File: config.mk
export PLATFORM = sky130hd
export DESIGN_NAME = ncl_mult_bridge
export DESIGN_NICKNAME = d
export VERILOG_FILES = /design/src/rtl/ncl_bridge_pkg.sv /design/src/rtl/ncl_sync_bit.sv /design/src/rtl/ncl_mult_bridge.sv
export SDC_FILE = /design/constraint.sdc
export NUM_CORES = 1
export LEC_CHECK = 0
export CAP_MARGIN = 20
export CORE_MARGIN = 4
export CORE_UTILIZATION = 30
export DETAILED_ROUTE_END_ITERATION = 7
export HOLD_SLACK_MARGIN = 0.05
export PLACE_DENSITY = 0.64
export SETUP_SLACK_MARGIN = 0.15
export SLEW_MARGIN = 25
export SYNTH_ARGS = -nofsm -noshare
export SYNTH_HDL_FRONTEND = slang
export SYNTH_SLANG_ARGS = --single-unit
File: constraint.sdc
create_clock -name clk -period 2.5 [get_ports clk]
set_input_delay 0.25 -clock clk [delete_from_list [all_inputs] [get_ports clk]]
set_output_delay 0.25 -clock clk [all_outputs]
set_load 0.005 [all_outputs]
File: src/rtl/ncl_bridge_pkg.sv
// Shared types and helpers for the NCL multiplier bridge: FSM states,
// dual-rail pair encodings and per-bit encode/decode functions.
package ncl_bridge_pkg;

  typedef enum logic [1:0] {
    WAIT_NULL = 2'd0,
    IDLE      = 2'd1,
    DATA      = 2'd2,
    NULLING   = 2'd3
  } state_t;

  // Pair ordering is {rail1, rail0}.
  localparam logic [1:0] RAIL_NULL    = 2'b00;
  localparam logic [1:0] RAIL_D0      = 2'b01;
  localparam logic [1:0] RAIL_D1      = 2'b10;
  localparam logic [1:0] RAIL_ILLEGAL = 2'b11;

  function automatic logic [1:0] ncl_encode(input logic b);
    return b ? RAIL_D1 : RAIL_D0;
  endfunction

  // The binary value of a pair is carried on rail1; an illegal pair still
  // decodes to its rail1 level so the captured word reflects the raw rails.
  function automatic logic ncl_decode(input logic [1:0] pair);
    return pair[1];
  endfunction

endpackage

File: src/rtl/ncl_sync_bit.sv
// Single-bit multi-flop synchroniser for asynchronous core-side signals.
module ncl_sync_bit #(
  parameter int STAGES = 2
) (
  input  logic clk,
  input  logic rst,
  input  logic d,
  output logic q
);

  logic [STAGES-1:0] chain;

  // NOTE: sequential state is written only with <= so every flop samples the
  // pre-edge value of its neighbour; blocking here would collapse the chain.
  always_ff @(posedge clk) begin
    if (rst) chain <= '0;
    else     chain <= {chain[STAGES-2:0], d};
  end

  assign q = chain[STAGES-1];

endmodule

File: src/rtl/ncl_mult_bridge.sv
// Clocked shell around an NCL dual-rail WIDTH x WIDTH multiplier core.
// Optional golden-product check is enabled with NCL_BRIDGE_CHECK_EN.
module ncl_mult_bridge
  import ncl_bridge_pkg::*;
#(
  parameter int WIDTH       = 3,
  parameter int SYNC_STAGES = 2,
  parameter int TIMEOUT     = 255
) (
  input  logic                 clk,
  input  logic                 rst,
  input  logic                 in_valid,
  output logic                 in_ready,
  input  logic [WIDTH-1:0]     in_a,
  input  logic [WIDTH-1:0]     in_b,
  output logic                 out_valid,
  input  logic                 out_ready,
  output logic [2*WIDTH-1:0]   out_p,
  output logic                 out_err,
  output logic [WIDTH-1:0]     Ai_rail1,
  output logic [WIDTH-1:0]     Ai_rail0,
  output logic [WIDTH-1:0]     Bi_rail1,
  output logic [WIDTH-1:0]     Bi_rail0,
  output logic                 Ki,
  input  logic                 Ko,
  input  logic [2*WIDTH-1:0]   Po_rail1,
  input  logic [2*WIDTH-1:0]   Po_rail0
);

  localparam int PW = 2 * WIDTH;
  localparam int CW = $clog2(TIMEOUT + 1);

  state_t state, state_n;

  logic [WIDTH-1:0] a_q, b_q;
  logic [WIDTH-1:0] a_r1, a_r0, b_r1, b_r0;
  logic [PW-1:0]    prod_dec;
  logic [CW-1:0]    phase_cnt;
  logic             phase_end;

  logic all_data_raw, all_null_raw, illegal_raw;
  logic all_data_s, all_null_s, illegal_s, ko_s;
  logic accept, capture, timeout, null_done, mismatch;

  // Completion detection works on the raw, unsynchronised product rails.
  always_comb begin
    all_data_raw = 1'b1;
    all_null_raw = 1'b1;
    illegal_raw  = 1'b0;
    for (int i = 0; i < PW; i++) begin
      case ({Po_rail1[i], Po_rail0[i]})
        RAIL_NULL:    all_data_raw = 1'b0;
        RAIL_ILLEGAL: begin
          all_data_raw = 1'b0;
          all_null_raw = 1'b0;
          illegal_raw  = 1'b1;
        end
        default:      all_null_raw = 1'b0;
      endcase
    end
  end

  ncl_sync_bit #(.STAGES(SYNC_STAGES)) u_sync_data (
    .clk(clk), .rst(rst), .d(all_data_raw), .q(all_data_s));
  ncl_sync_bit #(.STAGES(SYNC_STAGES)) u_sync_null (
    .clk(clk), .rst(rst), .d(all_null_raw), .q(all_null_s));
  ncl_sync_bit #(.STAGES(SYNC_STAGES)) u_sync_ill (
    .clk(clk), .rst(rst), .d(illegal_raw), .q(illegal_s));
  ncl_sync_bit #(.STAGES(SYNC_STAGES)) u_sync_ko (
    .clk(clk), .rst(rst), .d(Ko), .q(ko_s));

  // Po rails are read only once synced completion says they are settled;
  // the core holds them until Ki falls.
  always_comb begin
    prod_dec = '0;
    for (int i = 0; i < PW; i++)
      prod_dec[i] = ncl_decode({Po_rail1[i], Po_rail0[i]});
  end

  always_comb begin
    a_r1 = '0;
    a_r0 = '0;
    b_r1 = '0;
    b_r0 = '0;
    for (int i = 0; i < WIDTH; i++) begin
      {a_r1[i], a_r0[i]} = ncl_encode(a_q[i]);
      {b_r1[i], b_r0[i]} = ncl_encode(b_q[i]);
    end
  end

`ifdef NCL_BRIDGE_CHECK_EN
  logic [PW-1:0] golden_q;

  always_ff @(posedge clk) begin
    if (rst)         golden_q <= '0;
    else if (accept) golden_q <= PW'(in_a) * PW'(in_b);
  end

  assign mismatch = (prod_dec != golden_q);
`else
  assign mismatch = 1'b0;
`endif

  assign phase_end = (phase_cnt == CW'(TIMEOUT - 1));

  always_ff @(posedge clk) begin
    if (rst) state <= WAIT_NULL;
    else     state <= state_n;
  end

  // NOTE: every signal written here gets a default first, so no path through
  // the case leaves one unassigned and no latch is inferred.
  always_comb begin
    state_n   = state;
    in_ready  = 1'b0;
    accept    = 1'b0;
    capture   = 1'b0;
    timeout   = 1'b0;
    null_done = 1'b0;
    case (state)
      WAIT_NULL: begin
        if (all_null_s && ko_s) state_n = IDLE;
      end
      IDLE: begin
        in_ready = !out_valid || out_ready;
        if (in_valid && in_ready) begin
          accept  = 1'b1;
          state_n = DATA;
        end
      end
      DATA: begin
        if ((all_data_s || illegal_s) && !ko_s) begin
          capture = 1'b1;
          state_n = NULLING;
        end else if (phase_end) begin
          timeout = 1'b1;
          state_n = WAIT_NULL;
        end
      end
      NULLING: begin
        if (all_null_s && ko_s) begin
          null_done = 1'b1;
          state_n   = IDLE;
        end else if (phase_end) begin
          timeout = 1'b1;
          state_n = WAIT_NULL;
        end
      end
      default: state_n = WAIT_NULL;
    endcase
  end

  always_ff @(posedge clk) begin
    if (rst || (state_n != state))
      phase_cnt <= '0;
    else if (!phase_end)
      phase_cnt <= phase_cnt + 1'b1;
  end

  // NOTE: the operand and result registers are reset alongside control so the
  // rails and out_p come up at a defined NULL/zero, not merely "don't care".
  always_ff @(posedge clk) begin
    if (rst) begin
      a_q       <= '0;
      b_q       <= '0;
      Ai_rail1  <= '0;
      Ai_rail0  <= '0;
      Bi_rail1  <= '0;
      Bi_rail0  <= '0;
      Ki        <= 1'b1;
      out_valid <= 1'b0;
      out_p     <= '0;
      out_err   <= 1'b0;
    end else begin
      if (accept) begin
        a_q <= in_a;
        b_q <= in_b;
      end

      // DATA goes out one edge after acceptance and drops on the leaving edge.
      if (state == DATA && state_n == DATA) begin
        Ai_rail1 <= a_r1;
        Ai_rail0 <= a_r0;
        Bi_rail1 <= b_r1;
        Bi_rail0 <= b_r0;
      end else begin
        Ai_rail1 <= '0;
        Ai_rail0 <= '0;
        Bi_rail1 <= '0;
        Bi_rail0 <= '0;
      end

      if (capture)                   Ki <= 1'b0;
      else if (null_done || timeout) Ki <= 1'b1;

      if (capture) begin
        out_valid <= 1'b1;
        out_p     <= prod_dec;
        out_err   <= illegal_s || mismatch;
      end else if (timeout) begin
        out_valid <= 1'b1;
        out_p     <= '0;
        out_err   <= 1'b1;
      end else if (out_valid && out_ready) begin
        out_valid <= 1'b0;
      end
    end
  end

endmodule

==> impl_metrics.toml, run 1 <==
[timing]
setup-tns-final_ps = 0
relSlewSlack_pct = 61.5
maxSlewViolCount = 0
clock.fmax_ghz = 0.473
rsz0062_at_grt = "false"
post-route-min-period_ps = 2120
fin_crit_sh_pct = 84.7
hold_violations = 0
tightest_slew_ps = 578
setup_viol = 0
worst_clock_skew_ps = 10.2

[critical_path]
required_ps = 2250
arrival_ps = 1870
setup.worst_path.class = "flip-flop to output pin"
start_kind = "flip-flop"
path_max_fanout = 14
cp-end-kind = "output pin"

[synth]
synth_edf_count = 0
avgSynthCellArea_um2 = 9.91
synthCells = 193
synth_warnings = 0
postSynth.asyncResetShare_pct = 0
netlist_area_um2 = 1910
ys_seq_elements = 45
synthesis.nets = 220
synthDistinctLibCells = 46
ys.flop_type = "dfxtp_1"
yosysSeqAreaShare_pct = 47.1

[clock_network]
cts_tree = "done"
cts_buffers = 5
cts.sinks = 45
clkLatencyLatePin_ps = 300
post_cts_buffers = 0
h-tree-depth = 2
clock-root-buffer = "clkbuf_8"
clkTransAtPathRegs_ps = 90
cts_resized = 0
clockBufferDepth = 2
cts-hold-fix-buffers = 0

[layout]
drive_above_1_share_pct = 8.71
nets = 267
antenna-diode-count = 0
layout_commonest_cell = "dfxtp_1"
mostFrequentLayoutCells = "45 x dfxtp_1, 44 x clkdlybuf4s50_1, 20 x nor2_1, 11 x inv_1, 11 x a21oi_1"
area_growth_syn_to_layout_pct = 31.5
fin_area_um2 = 2520

[die]
coreArea_um2 = 6060
pin_count = 45
rows = 28
dieArea_um2 = 7720
start_util_pct = 31.6
fp.dieW_um = 87.9
chipHeight_um = 87.9

[power]
p_leak_nw = 1.01
peakVddDrop_v = 0.000209
power_density_nw_per_um2 = 509

[global_route]
grt_usage_pct = 12.0
grt_pass1_vias = 1596
grt_pass1_wl_mm = 7.27
grt_max_degree = 16
grt_remaining_overflow = 0
grt_antenna_before_repair = 0

[route]
drcViolationCount = 0
drt-initial-drc-count = 57
wl_mm = 4.25
wl_per_cell_um = 13.5
vias = 1547
drtPass1Iterations = 4
viasPerCell = 4.90
ant_nets = 0

[placement]
dpl.hpwl_mm = 3.16
placed_cell_area_um2 = 2430
place_congestion = 0.815
portBuffers = 44

[min_path]
hold_class = "flip-flop to flip-flop"

[flow_run]
cap_viol_max_count = 0

[run_status]
status = "finished, final reports clean"
## final cells by class
cell class / count / area [um2]
multi-input combinational: 130 / 927
tap: 75 / 93.8
inverter: 11 / 41.3
clock inverter: 3 / 21.3
clock buffer: 5 / 68.8
timing repair buffer: 47 / 463
fill: 626 / 3540
sequential: 45 / 901
## worst max-delay path, cell delays in order (launching register included)
cell	delay, ps
dfxtp_1	690
inv_1	230
and3_1	200
clkdlybuf4s50_1	450
## per-stage QoR
step / power, mW / setup slack, ps / util [%] / instances / hold slack, ps
finish: 1.28 / 384 / 41.5 / 316 / 437
global route: 1.34 / 261 / 41.5 / 316 / 457
CTS: 1.30 / 347 / 41.5 / 316 / 433
detailed placement: 0.849 / 638 / 40.0 / 308 / 417
global placement: 0.847 / 645 / 40.0 / 308 / 420
floorplan: 0.792 / 904 / - / 193 / 378
## flip-flops by register name, summed over array words and instances (netlist names)
name and count:
phase_cnt 8, state 2, u_sync_ill.chain 2, Bi_rail1 3
out_valid 1, u_sync_data.chain 2, out_err 1, u_sync_ko.chain 2
Ai_rail1 3, Ki 1, b_q 3, a_q 3
out_p 6, Ai_rail0 3, Bi_rail0 3, u_sync_null.chain 2
## kinds of logic (layout without fill, tap and decap cells)
family          after synthesis  count (layout)  synth area share (%)
simple gates                 66              66                  19.6
flops                        45              45                  47.1
fa+ha+maj                     4               4                  2.62
mux                           7               7                  3.66
compound gates               48              48                  20.3
xor+xnor                      5               5                  2.29
buf+inv                      18              66                  4.45
## final timing paths
| path | startpoint | to | slack (ps) | depth (start not counted) |
|---|---|---|---|---|
| worst min-delay path | a_q[2] | Ai_rail0[2] | 440 | 1 |
| worst max-delay path | state[1] | in_ready | 380 | 3 |
| worst max register to register | u_sync_ill.chain[1] | phase_cnt[1] | 630 | 4 |
| worst min register to register | a_q[2] | Ai_rail0[2] | 440 | 1 |
## metal layers
metal  GRT usage (%)  vias up  wire length, um
li1                -      789                -
met1            14.9      713             1990
met4            3.35        0               25
met5               0        -                0
met2            19.9       41             1970
met3            3.76        4              272
## Yosys cell counts, drive strengths merged, types with 2 or more instances
master | count | area (um2)
a21oi | 11 | 55.1
nand2b | 3 | 26.3
dfxtp | 45 | 901
and4 | 2 | 17.5
nor2b | 5 | 31.3
nor3 | 4 | 20.0
xor2 | 2 | 17.5
ha | 4 | 50.1
mux2i | 7 | 70.1
nor2 | 21 | 81.3
nand2 | 6 | 22.5
xnor2 | 3 | 26.3
o31ai | 2 | 28.8
nand3 | 4 | 20.0
o21a | 2 | 15.0
inv | 11 | 41.3
clkbuf | 3 | 11.3
o211a | 6 | 60.1
and3 | 4 | 25.0
o22ai | 2 | 12.5
o21ai | 5 | 32.5
nand4 | 3 | 40.0
buf | 4 | 32.5
nor4 | 4 | 25.0
a211oi | 10 | 75.1
and2 | 7 | 43.8
## power by group
part,total [mW],switching [mW],internal (mW)
combinational,0.0974,0.0440,0.0535
clock,0.450,0.251,0.198
sequential,0.735,0.00891,0.726
No activity file was read; power rests on OpenSTA's default activity.
==> run 2: changes to the inputs <==
--- a/config.mk
+++ b/config.mk
@@ -10,7 +10,7 @@
 export CORE_UTILIZATION = 30
 export DETAILED_ROUTE_END_ITERATION = 7
 export HOLD_SLACK_MARGIN = 0.05
-export PLACE_DENSITY = 0.64
+export PLACE_DENSITY = 0.66
 export SETUP_SLACK_MARGIN = 0.15
 export SLEW_MARGIN = 25
 export SYNTH_ARGS = -nofsm -noshare
==> constraint.sdc (replaced) <==
create_clock -name clk -period 1.9 [get_ports clk]
set_input_delay 0.19 -clock clk [delete_from_list [all_inputs] [get_ports clk]]
set_output_delay 0.19 -clock clk [all_outputs]
set_load 0.005 [all_outputs]
==> run 2 against run 1 <==
  * Sequential power is 31% higher
  * Critical endpoint unchanged
  * Global-route usage fell by 0.42 points
  * Critical path depth stayed put
  * Worst hold slack got worse by 13 ps
  * Combinational power is 38% higher
  * Register-to-register slack got worse by 370 ps
  * First-iteration DRC count is 21% higher
  * Critical path type unchanged
==> impl_metrics.toml, run 2 (same netlist as run 1, synthesis figures left out) <==
[placement]
placed_cell_area_um2 = 2460
pre_cts_slack_ps = 110
place_congestion = 0.780
dpl.hpwl_mm = 3.17
portBuffers = 44
dpl.cell_count = 312

[layout]
regMostFlops = "phase_cnt"
drive_above_1_share_pct = 13.4
largest_reg_flops = 8
nets = 273
area_growth_syn_to_layout_pct = 37.0
fin_area_um2 = 2620
layout_commonest_cell = "clkdlybuf4s50_1"
finish.utilization_pct = 43.2
antenna-diode-count = 0
fin_cells = 322
top_regs = "phase_cnt x8, out_p x6"
mostFrequentLayoutCells = "44 x clkdlybuf4s50_1, 43 x dfxtp_1, 20 x nor2_1, 11 x inv_1"

[critical_path]
path_delay_family = "buffers and inverters"
path_buf_inv = 2
path_max_fanout = 6
cp-end-kind = "output pin"
start_kind = "flip-flop"
arrival_ps = 1510
slowest_stage = "clkdlybuf4s50_1"
setup.worst_path.class = "flip-flop to output pin"
critPathMaxStageDelay_ps = 490
required_ps = 1710
path_cells = "inv_1, and3_1, clkdlybuf4s50_1"

[timing]
post-route-min-period_ps = 1700
worst_clock_skew_ps = 8.05
rsz0062_at_grt = "false"
timing.final.ws_setup_ps = 199
setup_viol = 0
tightest_slew_ps = 505
clock.fmax_ghz = 0.588
fin_crit_sh_pct = 89.5
relSlewSlack_pct = 66.2
hold_ws_ps = 423
setup-tns-final_ps = 0
maxSlewViolCount = 0
hold_violations = 0

[power]
finalPower_mw = 1.82
p_leak_nw = 1.05
peakVddDrop_v = 0.000352
clock_power_share_pct = 39.5
power_switching_uw = 396
pwr-share-seq_pct = 53.1
p_comb_share_pct = 7.4
internal_power_mw = 1.42
power_density_nw_per_um2 = 694
switching_share_pct = 21.8

[clock_network]
clockBufferDepth = 2
cts.sinks = 45
cts_buffers = 5
clkTransAtPathRegs_ps = 90
clkLatencyLatePin_ps = 290
cts_tree = "done"
h-tree-depth = 2
clock-root-buffer = "clkbuf_8"

[route]
drt-initial-drc-count = 69
wl_per_cell_um = 13.4
wl_mm = 4.32
vias = 1587
ant_nets = 0
drcViolationCount = 0
drtPass1Iterations = 4
viasPerCell = 4.93

[die]
coreArea_um2 = 6060
fp.dieW_um = 87.9
chipHeight_um = 87.9
rows = 28
start_util_pct = 31.6
dieArea_um2 = 7720
pin_count = 45

[global_route]
grt_pass1_vias = 1511
grt_pass1_wl_mm = 7.05
grt_max_degree = 22
grt_antenna_before_repair = 0
grt_usage_pct = 11.5
grt_remaining_overflow = 0

[run_status]
status = "finished, final reports clean"

[min_path]
hold_class = "flip-flop to flip-flop"

[flow_run]
cap_viol_max_count = 0
==> run 2: per-layer routing <==
metal	vias up	routed length [um]	global-route usage, %
li1	796	-	-
met1	736	2050	15.5
met2	50	1900	17.7
met4	0	32	3.49
met5	-	0	0
met3	5	327	3.57
==> run 2: path summary, 6_finish.rpt <==
check,start,to,slack [ps],cells past startpoint
min reg2reg,b_q[2],Bi_rail0[2],420,1
max reg2reg,phase_cnt[0],phase_cnt[5],260,7
min,b_q[2],Bi_rail0[2],420,1
max,state[1],in_ready,200,3
==> run 2: layout make-up <==
cell class	instances	area, um2
Clock buffer	5	68.8
Clock inverter	3	46.3
Fill cell	594	3440
Inverter	11	41.3
Multi-Input combinational cell	130	956
Sequential cell	45	903
Tap cell	75	93.8
Timing Repair Buffer	53	512
==> run 2: power groups by stage <==
stage               Combinational [mW]  Sequential (mW)  Clock, mW
detailed placement               0.129            0.988          0
global route                     0.146            0.969      0.779
finish                           0.134            0.966      0.718
global placement                 0.127            0.988          0
floorplan                       0.0567            0.986          0
CTS                              0.132            0.966      0.742
==> run 2: what timing repair did <==
item                       CTS  global route
buffers inserted             2             0
hold buffers                 0             0
setup endpoints to repair    2            21
pin swaps                    0             2
hold endpoints to repair     0             0
resized for setup            1             7
==> run 3: changes to the inputs <==
--- a/config.mk
+++ b/config.mk
@@ -6,6 +6,7 @@
 export NUM_CORES = 1
 export LEC_CHECK = 0
 export CAP_MARGIN = 20
+export CORE_ASPECT_RATIO = 2
 export CORE_MARGIN = 4
 export CORE_UTILIZATION = 30
 export DETAILED_ROUTE_END_ITERATION = 7
@@ -15,4 +16,5 @@
 export SLEW_MARGIN = 25
 export SYNTH_ARGS = -nofsm -noshare
 export SYNTH_HDL_FRONTEND = slang
+export SYNTH_HIERARCHICAL = 1
 export SYNTH_SLANG_ARGS = --single-unit
==> run 3 against run 2 <==
  * Combinational power rose by 34%
  * Non-clock buffer count decreased by 4
  * Total power up 10%
  * Register-to-register slack improved by 140 ps
  * Largest cell class is now sequential cells
  * Critical endpoint unchanged
  * Largest power group unchanged
  * Die area is 0.40% higher
  * Worst setup slack improved by 34 ps
  * Maximum frequency rose by 2.1%
==> impl_metrics.toml, run 3 <==
[placement]
portBuffers = 44
dpl.cell_count = 320
dpl.hpwl_mm = 2.98
placed_cell_area_um2 = 2420
place_congestion = 0.738
pre_cts_slack_ps = 212

[timing]
timing.final.ws_setup_ps = 234
post-route-min-period_ps = 1670
tightest_slew_ps = 551
rsz0062_at_grt = "false"
setup-tns-final_ps = 0
hold_ws_ps = 432
setup_viol = 0
relSlewSlack_pct = 63.1
hold_violations = 0
maxSlewViolCount = 0
worst_clock_skew_ps = 3.04
fin_crit_sh_pct = 87.7
clock.fmax_ghz = 0.600

[layout]
mostFrequentLayoutCells = "44 x dfxtp_1, 44 x clkdlybuf4s50_1, 21 x nor2_1, 15 x inv_1, 14 x ha_1"
fin_area_um2 = 2570
regMostFlops = "phase_cnt"
nets = 281
largest_reg_flops = 8
area_growth_syn_to_layout_pct = 35.4
drive_above_1_share_pct = 7.38
fill_cells = 635
top_regs = "phase_cnt x8, out_p x6"
fin_cells = 328
antenna-diode-count = 0

[die]
pin_count = 45
rows = 40
chipHeight_um = 121
coreArea_um2 = 6110
fp.dieW_um = 64.3
dieArea_um2 = 7750
start_util_pct = 31.1

[min_path]
whs_path_depth = 1
hold_class = "flip-flop to flip-flop"
min-delay-start = "a_q[1]"
hold_end = "Ai_rail0[1]"

[critical_path]
arrival_ps = 1480
path_max_fanout = 8
start_kind = "flip-flop"
r2r_cells = 5
path_cells = "and3b_2, clkdlybuf4s50_1"
path_buf_inv = 1
path_delay_family = "buffers and inverters"
r2r-end = "Bi_rail1[0]"
slowest_stage = "clkdlybuf4s50_1"
r2r_setup_slack_ps = 400
required_ps = 1710
setup.worst_path.class = "flip-flop to output pin"
cp-end-kind = "output pin"
r2r_start = "phase_cnt[1]"
cp.depth = 2
critPathMaxStageDelay_ps = 490

[clock_network]
clockBufferDepth = 2
clkTransAtPathRegs_ps = 60
cts_tree = "done"
clkLatencyLatePin_ps = 280
cts-hold-fix-buffers = 0
cts.sinks = 45
h-tree-depth = 2
cts_buffers = 5
clock-root-buffer = "clkbuf_16"

[synth]
yosys-top-cells-count = "45 x dfxtp_1, 21 x nor2_1, 15 x inv_1"
netlist_area_um2 = 1900
yosysSeqAreaShare_pct = 47.4
ys.flop_type = "dfxtp_1"
synth_edf_count = 0
synthesis.nets = 233
avgSynthCellArea_um2 = 9.70
synthTopCellsByArea = "dfxtp_1 47%, ha_1 9.2%, nor2_1 4.1%"
synth_top_area_share_pct = 47.4
ys_seq_elements = 45
synthCells = 196
postSynth.asyncResetShare_pct = 0
synth_warnings = 6
synth_most_common_cell = "dfxtp_1"
synthDistinctLibCells = 39
yosysTopAreaCell = "dfxtp_1"

[route]
viasPerCell = 4.63
wl_mm = 3.91
vias = 1519
wl_per_cell_um = 11.9
drcViolationCount = 0
ant_nets = 0
drt-initial-drc-count = 70
drtPass1Iterations = 4

[global_route]
grt_pass1_vias = 1469
grt_remaining_overflow = 0
grt_max_degree = 26
grt_usage_pct = 10.9
grt_pass1_wl_mm = 6.43
grt_antenna_before_repair = 0

[power]
peakVddDrop_v = 0.000391
p_leak_nw = 1.07
power_density_nw_per_um2 = 781

[flow_run]
cap_viol_max_count = 0

[run_status]
status = "finished, final reports clean"
-- run 3: cell count changes after synthesis, sizes merged, moves of 3 or more --
cell | previous run | this run
a211oi | 10 | 3
a22oi | 1 | 6
a311oi | 0 | 3
buf | 4 | 7
ha | 4 | 14
inv | 11 | 15
nand3 | 4 | 12
nor2b | 5 | 8
nor3 | 4 | 1
nor4 | 4 | 1
o211a | 6 | 0
o21ai | 5 | 1
-- run 3: how the worst max path moves through the flow --
stage | start | end
finish | state[0] | in_ready
global route | out_ready | in_ready
CTS | state[1] | in_ready
detailed placement | out_ready | phase_cnt[6]
global placement | out_ready | in_ready
floorplan | phase_cnt[0] | phase_cnt[1]
-- run 3: kinds of logic after synthesis --
logic type	count (synthesis)	share of synthesized area, %
AOI/OAI and AO/OA	32	11.7
muxes	6	3.16
xor gates and xnor gates	6	2.76
and+or+nand+nor	70	19.9
DFF	45	47.4
adders and majority gates	14	9.22
buffers and inverters	23	5.86
-- run 3: routing by layer --
metal / wire length (um) / share of wire, % / track usage [%] / vias up
li1: - / - / - / 764
met1: 1450 / 37 / 9.92 / 692
met2: 2080 / 53 / 19.5 / 54
met3: 247 / 6.3 / 3.16 / 9
met4: 133 / 3.4 / 8.48 / 0
met5: 0 / 0 / 0 / -
-- run 3: power by group --
part / leakage, nW / switching [mW] / internal, mW / total (mW)
registers: 0.366 / 0.0214 / 0.971 / 0.993
logic: 0.633 / 0.0682 / 0.112 / 0.180
clock network: 0.0700 / 0.321 / 0.516 / 0.837
total: 1.07 / 0.411 / 1.60 / 2.01
-- run 3: layout make-up --
| cell class | count | area, um2 | area share (%) |
|---|---|---|---|
| Clock buffer | 7 | 143 | 5.54 |
| Inverter | 15 | 56.3 | 2.19 |
| Multi-Input combinational cell | 128 | 888 | 34.5 |
| Sequential cell | 45 | 902 | 35.1 |
| Tap cell | 84 | 105 | 4.09 |
| Timing Repair Buffer | 49 | 478 | 18.6 |
-- run 3: stage by stage --
| stage | utilization [%] | power [mW] |
|---|---|---|
| after global routing | 42.1 | 2.10 |
| final | 42.1 | 2.01 |
| after CTS | 42.0 | 2.04 |
| after global placement | 39.7 | 1.19 |
| after floorplan | - | 1.08 |
| after detailed placement | 39.7 | 1.19 |
-- run 3: what timing repair did --
item | CTS | global route
endpoints found under the setup margin | 0 | 2
gates resized for setup | 0 | 1
buffers inserted | 0 | 1
hold endpoints to repair | 0 | 0
-- run 3: worst reg2reg max path: stages (launching register included) --
cell and delay [ps]:
dfxtp_1 390, ha_1 210, and3_1 220, nand2_2 150, and3_1 260, and2_1 180
==> edit 1 (config.mk and constraints of run 1) <==
The option `NCL_BRIDGE_CHECK_EN` is turned on by a define.
--- a/src/rtl/ncl_mult_bridge.sv
+++ b/src/rtl/ncl_mult_bridge.sv
@@ -1,5 +1,7 @@
 // Clocked shell around an NCL dual-rail WIDTH x WIDTH multiplier core.
 // Optional golden-product check is enabled with NCL_BRIDGE_CHECK_EN.
+`define NCL_BRIDGE_CHECK_EN
+
 module ncl_mult_bridge
   import ncl_bridge_pkg::*;
 #(
Function: changed (Yosys sat finds a counterexample within 10 cycles, from zero or initial values and one cycle with rst high).
==> edit 1 against run 1 <==
Power rose by 20%; sequential cell count rose by 6; fmax fell by 0.85%; synthesized area rose by 18%; wire length rose by 13%; design area rose by 14%; non-clock buffer count did not move; worst setup slack got worse by 18 ps; largest cell class unchanged.
==> edit 1: results (changes against run 1) <==
metric,value,unit,change
final_nets,312,,was 267
synth_compound_area_frac,0.162,,was 0.203
cellLeakagePower,1.06,nW,was 1.01 nW
critPathCapture,golden_q[4],,was in_ready
critPathMaxStageDelay,510,ps,was 690 ps
placed_cell_area,0.00277,mm²,was 0.00243 mm²
seq_area_frac_synth,0.453,,was 0.471
seq_area_frac,0.357,,was 0.358
grtUsageTotal,0.113,,was 0.120
reg2reg_depth,6,,was 4
met2_length,2080,µm,was 1970 µm
utilization,0.392,,was 0.415
status,finished clean,,unchanged
worstPathArrival,2380,ps,was 1870 ps
worst_pin_slew,694,ps,was 578 ps
dr.first_iter.drc_count,92,,was 57
clock_sinks,51,,was 45
fill_cells,757,,was 626
hpwl,3720,µm,was 3160 µm
hold-worst-slack,433,ps,was 437 ps
r2r-end,out_p[0],,was phase_cnt[1]
r2r_start,phase_cnt[0],,was u_sync_ill.chain[1]
ir_drop,0.185,mV,was 0.209 mV
wl_met3,362,µm,was 272 µm
grt_pass1_vias,1657,,was 1596
layout-drive-gt1-share,0.0645,,was 0.0871
multi_input_area_share,0.393,,was 0.368
met1_length,2310,µm,was 1990 µm
clk_share,0.0332,,was 0.0358
grt_max_degree,20,,was 16
crit_family,adder cells,,was flip-flops
path_max_fanout,4,,was 14
finalClockSkew,9.15,ps,was 10.2 ps
synth_xor_area_frac,0.0467,,was 0.0229
n_all_inverters,9,,was 11
edit 1: cell count changes after synthesis, sizes merged, moves of 7 or more:
cell | run 1 | this run
nand2 | 6 | 24
mux2i | 7 | 0
and2 | 7 | 15
nor2 | 21 | 14
edit 1: through the flow:
stage	cells	total power, mW	setup WS [ps]
2_1_floorplan	233	0.995	610
3_3_place_gp	370	1.07	107
3_5_place_dp	370	1.07	36.8
4_1_cts	378	1.56	368
5_1_grt	378	1.62	215
6_report	378	1.54	366
edit 1: per-layer routing:
metal / GRT usage / vias up
met4: 0.0457 / 0
li1: - / 918
met5: 0 / -
met3: 0.0335 / 7
met1: 0.153 / 825
met2: 0.169 / 59
edit 1: worst register-to-register path: stages (launching register included):
cell and delay [ps]:
dfxtp_1 360, inv_1 110, ha_1 190, nand3_1 120, nor2_1 350, o21ai_1 350
a32o_1 350
edit 1: power breakdown:
part           internal, mW  switching [mW]  total, mW
logic                0.0946          0.0755      0.170
clock network         0.206           0.280      0.486
registers             0.842          0.0383      0.880
total                  1.14           0.394       1.54
==> edit 2 (flow settings as in run 1) <==
Without the edit above. Re-encode `state_t` (4 states) as Gray code, 2 bits wide.
--- a/src/rtl/ncl_bridge_pkg.sv
+++ b/src/rtl/ncl_bridge_pkg.sv
@@ -3,10 +3,10 @@
 package ncl_bridge_pkg;
 
   typedef enum logic [1:0] {
-    WAIT_NULL = 2'd0,
-    IDLE      = 2'd1,
-    DATA      = 2'd2,
-    NULLING   = 2'd3
+    WAIT_NULL = 2'b00,
+    IDLE      = 2'b01,
+    DATA      = 2'b11,
+    NULLING   = 2'b10
   } state_t;
 
   // Pair ordering is {rail1, rail0}.
Check against the original RTL: no difference found for any inputs over 10 cycles, from zero or initial values and one cycle with rst high; not proved beyond that.
==> edit 2 against run 1 <==
Die area increased by 3.9%; synthesized area increased by 4.3%; largest power group unchanged; power is 2.5% higher; via count is 13% higher; clock power is 4.4% lower; sequential cell count did not move; wire length increased by 11%; worst setup slack improved by 300 ps; critical endpoint unchanged; design area is 1.6% higher; sequential power grew 2%; non-clock buffer count is 2 higher.
==> edit 2: results (changes against run 1) <==
metric,value,unit,change
dp.cells,314,,was 308
timing_hold_violations_final,0,,unchanged
seq_area_frac_synth,0.452,,was 0.471
antenna_cells,0,,unchanged
drtPass1Iterations,4,,unchanged
routabilityCongestion,0.740,,was 0.815
clock-root-buffer,clkbuf_8,,unchanged
critPathLaunch,state[1],,unchanged
dr.first_iter.drc_count,138,,was 57
cts_buffer_depth,2,,unchanged
cellLeakagePower,0.865,nW,was 1.01 nW
status,finished clean,,unchanged
worstPathArrival,1570,ps,was 1870 ps
fill_cells,658,,was 626
clk-insertion-delay-late,290,ps,
grtUsageTotal,0.123,,was 0.120
hp-start,b_q[0],,was a_q[2]
hpwl,3300,µm,was 3160 µm
path_max_fanout,9,,was 14
synth_area_leaders,"dfxtp_1 45%, nand4_1 2.8%, o31ai_1 2.6%",,"was dfxtp_1 47%, a211oi_1 3.9%, nor2_1 3.9%"
grt_max_degree,15,,was 16
r2r_start,phase_cnt[3],,was u_sync_ill.chain[1]
hold_depth,1,,unchanged
worst_pin_slew,620,ps,was 578 ps
place_ws,657,ps,was 638 ps
avgViaCountPerCell,5.41,,was 4.90
wl,4730,µm,was 4250 µm
r2r-end,Bi_rail0[0],,was phase_cnt[1]
cts_setup_buffers,0,,unchanged
power.internal,1.01,mW,was 0.978 mW
cp_slowest_cell,dfxtp_1,,unchanged
critPathMaxStageDelay,520,ps,was 690 ps
finalClockSkew,8.71,ps,was 10.2 ps
syn_nets,229,,was 220
path_clk_slew,90,ps,about the same
synth_common_cells,"45 x dfxtp_1, 10 x a21oi_1, 9 x nand4_1, 9 x o21ai_0",,"was 45 x dfxtp_1, 20 x nor2_1, 11 x a21oi_1, 11 x inv_1, 10 x a211oi_1"
layout-drive-gt1-share,0.0898,,was 0.0871
ys_warn_count,0,,unchanged
grt_pass1_vias,1696,,was 1596
hp-class,reg2reg,,unchanged
synthArstFlopShare,0,,unchanged
reg2reg_slack,740,ps,was 630 ps
largestRegisters,"phase_cnt (8), out_p (6)",,unchanged
synth_edf_count,0,,unchanged
h-tree-depth,2,,unchanged
port_buffers,44,,unchanged
cts_buffers,5,,unchanged
final_nets,271,,was 267
syn_inst,202,,was 193
reg2reg_depth,3,,was 4
synth_cell_types,49,,was 46
grt_pass1_wl,7800,µm,was 7270 µm
hold_end,Bi_rail0[0],,was Ai_rail0[2]
antenna_found_initial,0,,unchanged
wl_per_cell,14.7,µm,was 13.5 µm
ir_drop,0.240,mV,was 0.209 mV
-- edit 2: cell count changes after synthesis, sizes merged, moves of 3 or more --
| cell | change |
|---|---|
| o221ai | +6 |
| mux2i | -7 |
| nor4b | +3 |
| a211oi | -5 |
| inv | -4 |
| nor2 | -13 |
| nand3 | +4 |
| a31oi | +8 |
| nand4 | +6 |
| buf | +7 |
| o31ai | +5 |
| o211a | -6 |
| o21ai | +4 |
-- edit 2: metrics by stage --
stage	area, µm²	hold slack [ps]	total power [mW]	utilization
floorplan	1990	378	0.824	-
global placement	2470	420	0.898	0.387
detailed placement	2470	425	0.899	0.387
CTS	2560	437	1.34	0.400
global route	2560	454	1.38	0.400
finish	2560	436	1.31	0.400
-- edit 2: final cells by class --
cell class,count,area [µm²],share of cell area
clock buffers,5,68.8,0.0269
clock inverters,3,17.5,0.00685
inverters,7,26.3,0.0103
multi-input cells,136,968,0.379
flip-flops and latches,45,901,0.352
well taps,77,96.3,0.0377
repair buffers,49,478,0.187
-- edit 2: power by group through the flow --
stage / Combinational, mW / Clock, mW / Sequential, mW
final: 0.134 / 0.430 / 0.750
after floorplan: 0.0616 / 0 / 0.763
after CTS: 0.135 / 0.451 / 0.750
after global routing: 0.148 / 0.481 / 0.752
after global placement: 0.132 / 0 / 0.766
after detailed placement: 0.133 / 0 / 0.766
-- edit 2: cells by family (layout without fill, tap and decap cells) --
family | Yosys count | after routing | share of synthesized area
flip-flops | 45 | 45 | 0.452
adder cells (fa/ha/maj) | 4 | 4 | 0.0251
XOR/XNOR | 3 | 3 | 0.0132
AND/OR/NAND/NOR | 66 | 66 | 0.202
AO/OA/AOI/OAI | 63 | 63 | 0.245
buffers and inverters | 21 | 64 | 0.0627
-- edit 2: routing by layer --
layer / share of wire / GRT usage
met5: 0 / 0
met4: 0.0091 / 0.0460
met3: 0.080 / 0.0304
met2: 0.44 / 0.192
met1: 0.47 / 0.163
-- edit 2: worst max-delay path by stage --
stage,end,slack [ps],cells after the start
floorplan,Ai_rail1[0],1000,6
global placement,in_ready,720,5
detailed placement,phase_cnt[6],660,4
CTS,in_ready,660,3
global route,Bi_rail0[2],610,3
finish,in_ready,680,3
-- edit 2: worst max-delay path: cells and delay by family, from the launching register on --
| kind | cells | cell delay [ps] |
|---|---|---|
| buffers and inverters | 1 | 440 |
| flip-flops | 1 | 520 |
| AND/OR/NAND/NOR | 2 | 310 |
